[src/rtl/fir_sample_feeder.sv]
// fir_sample_feeder
//   Transmit side of the FIR sample interface. Buffers samples from a
//   valid/ready source in a small FIFO, primes the FIFO to half depth before
//   streaming, and then emits one o_valid strobe per rate tick toward the
//   filter input. A tick that finds the FIFO empty raises o_underrun instead.
//
//   Optional feature macro: FIR_FEEDER_ZERO_STUFF_EN
//     When defined, a phase counter 0..UPS-1 advances on every tick. Only
//     phase 0 pops a sample; the other phases emit a zero-valued strobe so
//     the filter sees an UPS-times zero-stuffed stream for interpolation.
//     When undefined, every tick pops and UPS is unused.

module fir_sample_feeder #(
  parameter int WIDTH  = 16,
  parameter int DEPTH  = 8,
  parameter int RATE_W = 16,
  parameter int UPS    = 4
) (
  input  logic                        clk,
  input  logic                        rst,
  input  logic                        i_enable,
  input  logic [RATE_W-1:0]           i_rate,
  input  logic                        i_valid,
  input  logic signed [WIDTH-1:0]     i_data,
  output logic                        o_ready,
  output logic                        o_valid,
  output logic signed [WIDTH-1:0]     o_data,
  output logic [$clog2(DEPTH):0]      o_level,
  output logic                        o_underrun
);

  localparam int AW = $clog2(DEPTH);
  localparam int LW = AW + 1;

  localparam logic [AW-1:0] PTR_ONE   = AW'(1);
  localparam logic [LW-1:0] LVL_ONE   = LW'(1);
  localparam logic [LW-1:0] LVL_ZERO  = LW'(0);
  localparam logic [LW-1:0] LVL_FULL  = LW'(DEPTH);
  localparam logic [LW-1:0] LVL_HALF  = LW'(DEPTH / 2);
  localparam logic [RATE_W-1:0] CNT_ONE  = RATE_W'(1);
  localparam logic [RATE_W-1:0] CNT_ZERO = RATE_W'(0);

  typedef enum logic [1:0] {
    ST_IDLE  = 2'd0,
    ST_PRIME = 2'd1,
    ST_RUN   = 2'd2
  } state_t;

  // Storage and bookkeeping
  logic signed [WIDTH-1:0] mem_r [DEPTH];
  logic [AW-1:0]           wr_ptr_r;
  logic [AW-1:0]           rd_ptr_r;
  logic [LW-1:0]           level_r;
  logic [RATE_W-1:0]       cnt_r;
  state_t                  state_r;
  state_t                  state_nxt_s;

  // Output registers
  logic                    valid_r;
  logic signed [WIDTH-1:0] data_r;
  logic                    underrun_r;

  // Datapath decode
  logic full_s;
  logic empty_s;
  logic push_s;
  logic pop_s;
  logic tick_s;
  logic stuff_s;
  logic run_entry_s;

  assign full_s      = (level_r == LVL_FULL);
  assign empty_s     = (level_r == LVL_ZERO);
  assign push_s      = i_valid && !full_s;
  assign tick_s      = (state_r == ST_RUN) && i_enable && (cnt_r == CNT_ZERO);
  assign pop_s       = tick_s && !stuff_s && !empty_s;
  assign run_entry_s = (state_r == ST_PRIME) && (state_nxt_s == ST_RUN);

  assign o_ready    = !full_s;
  assign o_valid    = valid_r;
  assign o_data     = data_r;
  assign o_level    = level_r;
  assign o_underrun = underrun_r;

`ifdef FIR_FEEDER_ZERO_STUFF_EN
  localparam int PW = (UPS > 2) ? $clog2(UPS) : 1;
  localparam logic [PW-1:0] PH_ZERO = PW'(0);
  localparam logic [PW-1:0] PH_ONE  = PW'(1);
  localparam logic [PW-1:0] PH_LAST = PW'(UPS - 1);

  logic [PW-1:0] phase_r;

  assign stuff_s = (phase_r != PH_ZERO);

  // Interpolation phase: advances per tick, cleared whenever not running
  always_ff @(posedge clk) begin
    if (rst) begin
      phase_r <= PH_ZERO;
    end else if ((state_r != ST_RUN) || !i_enable) begin
      phase_r <= PH_ZERO;
    end else if (tick_s) begin
      phase_r <= (phase_r == PH_LAST) ? PH_ZERO : (phase_r + PH_ONE);
    end else begin
      phase_r <= phase_r;
    end
  end
`else
  assign stuff_s = 1'b0;
`endif

  // Next-state logic for the IDLE / PRIME / RUN controller
  always_comb begin
    state_nxt_s = state_r;
    case (state_r)
      ST_IDLE: begin
        if (i_enable) begin
          state_nxt_s = ST_PRIME;
        end else begin
          state_nxt_s = ST_IDLE;
        end
      end
      ST_PRIME: begin
        if (!i_enable) begin
          state_nxt_s = ST_IDLE;
        end else if (level_r >= LVL_HALF) begin
          state_nxt_s = ST_RUN;
        end else begin
          state_nxt_s = ST_PRIME;
        end
      end
      ST_RUN: begin
        if (!i_enable) begin
          state_nxt_s = ST_IDLE;
        end else begin
          state_nxt_s = ST_RUN;
        end
      end
      default: begin
        state_nxt_s = ST_IDLE;
      end
    endcase
  end

  // Controller state register
  always_ff @(posedge clk) begin
    if (rst) begin
      state_r <= ST_IDLE;
    end else begin
      state_r <= state_nxt_s;
    end
  end

  // Rate divider: loaded on RUN entry, reloaded from i_rate on every tick
  always_ff @(posedge clk) begin
    if (rst) begin
      cnt_r <= CNT_ZERO;
    end else if (run_entry_s) begin
      cnt_r <= i_rate;
    end else if ((state_r == ST_RUN) && i_enable) begin
      if (cnt_r == CNT_ZERO) begin
        cnt_r <= i_rate;
      end else begin
        cnt_r <= cnt_r - CNT_ONE;
      end
    end else begin
      cnt_r <= cnt_r;
    end
  end

  // FIFO storage write; contents need no reset since pointers define validity
  always_ff @(posedge clk) begin
    if (push_s && !rst) begin
      mem_r[wr_ptr_r] <= i_data;
    end
  end

  // FIFO pointers and occupancy; simultaneous push and pop leave level unchanged
  always_ff @(posedge clk) begin
    if (rst) begin
      wr_ptr_r <= '0;
      rd_ptr_r <= '0;
      level_r  <= LVL_ZERO;
    end else begin
      if (push_s) begin
        wr_ptr_r <= wr_ptr_r + PTR_ONE;
      end
      if (pop_s) begin
        rd_ptr_r <= rd_ptr_r + PTR_ONE;
      end
      case ({push_s, pop_s})
        2'b10:   level_r <= level_r + LVL_ONE;
        2'b01:   level_r <= level_r - LVL_ONE;
        default: level_r <= level_r;
      endcase
    end
  end

  // Strobe generation: one cycle after a tick, carrying the popped head,
  // a stuffed zero, or an underrun flag when nothing was available
  always_ff @(posedge clk) begin
    if (rst) begin
      valid_r    <= 1'b0;
      data_r     <= '0;
      underrun_r <= 1'b0;
    end else begin
      valid_r    <= tick_s && (stuff_s || !empty_s);
      underrun_r <= tick_s && !stuff_s && empty_s;
      if (pop_s) begin
        data_r <= mem_r[rd_ptr_r];
      end else if (tick_s && stuff_s) begin
        data_r <= '0;
      end else begin
        data_r <= data_r;
      end
    end
  end

endmodule

[config.mk]
export PLATFORM = sky130hd
export DESIGN_NAME = fir_sample_feeder
export DESIGN_NICKNAME = d
export VERILOG_FILES = /design/src/rtl/fir_sample_feeder.sv
export SDC_FILE = /design/constraint.sdc
export NUM_CORES = 1
export LEC_CHECK = 0
export CAP_MARGIN = 15
export CORE_MARGIN = 4
export CORE_UTILIZATION = 52
export DETAILED_ROUTE_END_ITERATION = 12
export HOLD_SLACK_MARGIN = 0.02
export PLACE_DENSITY = 0.83
export SLEW_MARGIN = 10
export SYNTH_ARGS = -nofsm -noshare
export SYNTH_HDL_FRONTEND = slang
export SYNTH_SLANG_ARGS = --single-unit
[constraint.sdc]
create_clock -name clk -period 3.07 [get_ports clk]
set_input_delay 0.614 -clock clk [delete_from_list [all_inputs] [get_ports clk]]
set_output_delay 0.614 -clock clk [all_outputs]
set_load 0.005 [all_outputs]
==> metrics <==
outcome finished, final reports clean; synth top area cells edfxtp_1 54%, dfxtp_1 13%, mux4_2 10%, nand2_1 2.7%, mux2_2 2.5%; final WL roughly 15000 um; adder-cell share of the synthesized area 0.0122; Die H 125 um; Rel. slew slack 0.410; layout cells sized above 1 0.209; PD cells 565 nW/um^2; max frequency roughly 360 MHz; grt ovf 0; endpoints failing hold 0; Synth Flop Type edfxtp_1; EDFF count, synth 128; largest net degree at the start of global routing 35; Crit. End Element flop; DRC viols 0; DIE AREA 15700 sq um; Synth Register Bits between 150 and 200; HPWL Detailed 9670 um; Slew Limit Fails 0; Final min period 2.79 ns; Cells after DPL between 700 and 800; fin nets 608; CP most frequent cell ha_1; total track usage 0.196; RePlAce Congestion roughly 0.92; Row Count 42; post-CTS setup buffers 0; WS Path Type flop to flop; DR pass1 iterations 6; Iter 0 DRT Violations 389; first-pass GRT wire length 23900 um; xor/xnor cell area share of the yosys netlist 0.00856; Worst-Margin Slew about 0.88 ns; initial antenna violation count 0; CTS tree built; CP delay by family, top simple AND/OR/NAND/NOR gates; Die X 125 um; Reg clk slew, reported paths 0.07 ns; Worst Setup Start Kind flop; Simple-Gate Fraction of Synth Area 0.0941; YS warnings 0; Fill cells between 900 and 1000; Syn Area/Cell between 10 and 15 sq um; post-synthesis compound-gate area fraction 0.0672; Max H-tree Level 4; Slowest cell on crit path dfxtp_1; Post-CTS Resized 0; slowest stage delay, CP 0.34 ns; clk sink count 174; CTS Hold Bufs 0; WHS roughly 0.45 ns; worst path required time 3.42 ns; WL per Instance 19.8 um; # port buffers 58; final setup TNS 0 ns; Leak 2.93 nW; worst path arrival time approximately 3.1 ns; cell count after synthesis 482; Buf+Inv Stages, Crit Path 1; multiplexer share of the synthesized area 0.130; Synth cell types 56; post-synthesis sequential area ratio 0.665; Clock Tree Root clkbuf_16; CP max FO 4; I/O pins 59; largest family of logic cells by synthesized area multiplexers; area delta synth->final 22.2%; syn nets 525; Starting Density 0.537; Yosys top cell area share 0.537; cell chain of the critical path inv_1 > ha_1 > nor4b_2 > and4_1 > and4_1 > ha_1 > xor2_1 > ha_1 > a21oi_1 > xor2_1 > or3_1 > a21oi_1; total CTS buffers 17; Clock Path Buffers 2; post-synth top area cell edfxtp_1; DR vias ~4400; setup violators final 0; # Max-Cap Violations 0; CORE AREA 13300 sq um; cell area after synthesis 7160 sq um; # diodes 0; fin crit share 0.910; number of global-route vias before repair about 4500; Routed Antenna Nets 0; non-filler cells, final 754; VDD IR max 387 uV; clock skew around 0.0087 ns; via density per instance between 5 and 6; min-delay worst type flop to flop; worst skew pair latency 0.42 ns; RSZ-0062 raised after global routing false; Post-synth ARST share 0
## registers in the layout, summed over array words and instances, names as in the netlist
register and count:
o_underrun 1, mem_r 128, state_r 2, o_data 16, o_level 4, o_valid 1, cnt_r 16, rd_ptr_r 3
wr_ptr_r 3
## layout by cell type, fill, tap and decap left out, types with 3 or more instances in the layout
master           synthesis  final
mux2_2                  16     16
mux4_2                  32     32
nor3_2                   0      3
a21oi_1                 26     26
a221oi_1                 3      3
a31oi_1                  7      7
xor2_1                   6      6
a32o_1                   4      4
clkbuf_16                0     17
nor3_1                  12      9
clkinv_4                 0      4
ha_1                     7      7
clkinv_2                 0      3
bufinv_16                0      3
edfxtp_1               128    128
nand2_1                 52     52
o31ai_1                  4      4
nand3_1                 11     11
a21o_1                   4      4
dfxtp_1                 46     45
inv_1                   13     13
nand4b_1                 3      3
buf_4                    0     28
mux2i_1                  3      3
and3_1                   4      4
o21ai_0                 12     12
or4_1                    4      4
clkdlybuf4s50_1          0     58
nor2_1                  19     19
## worst reg2reg max path, cell delays in order (launching register included)
cell     delay [ns]
dfxtp_1        0.34
inv_1          0.12
ha_1           0.19
nor4b_2        0.33
and4_1         0.28
and4_1         0.23
ha_1           0.26
xor2_1         0.17
ha_1           0.16
a21oi_1        0.05
xor2_1         0.16
or3_1          0.31
a21oi_1        0.14
## routing by layer
metal	up-vias	share of wire	GRT usage
met2	191	0.50	0.327
met5	-	0	0
met1	2181	0.42	0.255
met4	0	0.020	0.0670
li1	2041	-	-
met3	31	0.062	0.0461
## cells by family after synthesis
group	Yosys count
simple gates	129
compound gates	75
buf+inv	39
xor+xnor	7
fa+ha+maj	7
mux	51
flops	174
## final timing paths
check | startpoint | end | slack [ns] | cells after the start
hold / removal | o_data[3] | o_data[3] | 0.45 | 2
setup / recovery | cnt_r[0] | o_level[2] | 0.28 | 12
setup reg to reg | cnt_r[0] | o_level[2] | 0.28 | 12
hold reg to reg | o_data[3] | o_data[3] | 0.45 | 2
## through the flow
step                      utilization  total power [W]  worst slack (ns)  cell area (sq um)
after floorplan                     -          0.00270             0.145               7170
after global placement          0.610          0.00281             0.447               8150
after detailed placement        0.610          0.00282             0.335               8150
after CTS                       0.656          0.00497             0.275               8750
after global routing            0.656          0.00510             0.110               8750
final                           0.656          0.00495             0.275               8750
## layout make-up
type	instances	area [sq um]	share of cell area
inverter	15	56.3	0.00643
multi-input combinational	269	2270	0.260
sequential	174	4770	0.544
clock inverter	13	165	0.0189
clock buffer	19	443	0.0506
timing repair buffer	88	831	0.0949
tap	176	220	0.0252
## Yosys cell counts, types with 2 or more instances
master and count:
and3_1 4, buf_1 3, buf_2 8, nor4_4 2, edfxtp_1 128, a21o_1 4, or4_1 4, ha_1 7
a31oi_1 7, clkinv_1 2, nand4_1 2, inv_1 13, nor4_1 3, nand2_1 52, or3_1 2, dfxtp_1 46
a21boi_0 2, a32o_1 4, nand4b_1 3, o22ai_1 2, clkbuf_1 12, o21ai_0 12, mux4_2 32, nor2_1 19
nand3_1 11, a21oi_1 26, and4_1 2, o31ai_1 4, o32ai_1 2, a221oi_1 3, mux2i_1 3, nor2b_1 2
nand2b_1 2, mux2_2 16, xor2_1 6, nor3_1 12
## report_power, final
part	leakage (nW)	switching, W	internal, W
clock	0.298	0.000871	0.00131
sequential	1.53	0.0000189	0.00255
combinational	1.10	0.0000984	0.0000996
No activity file was read; power rests on OpenSTA's default activity.
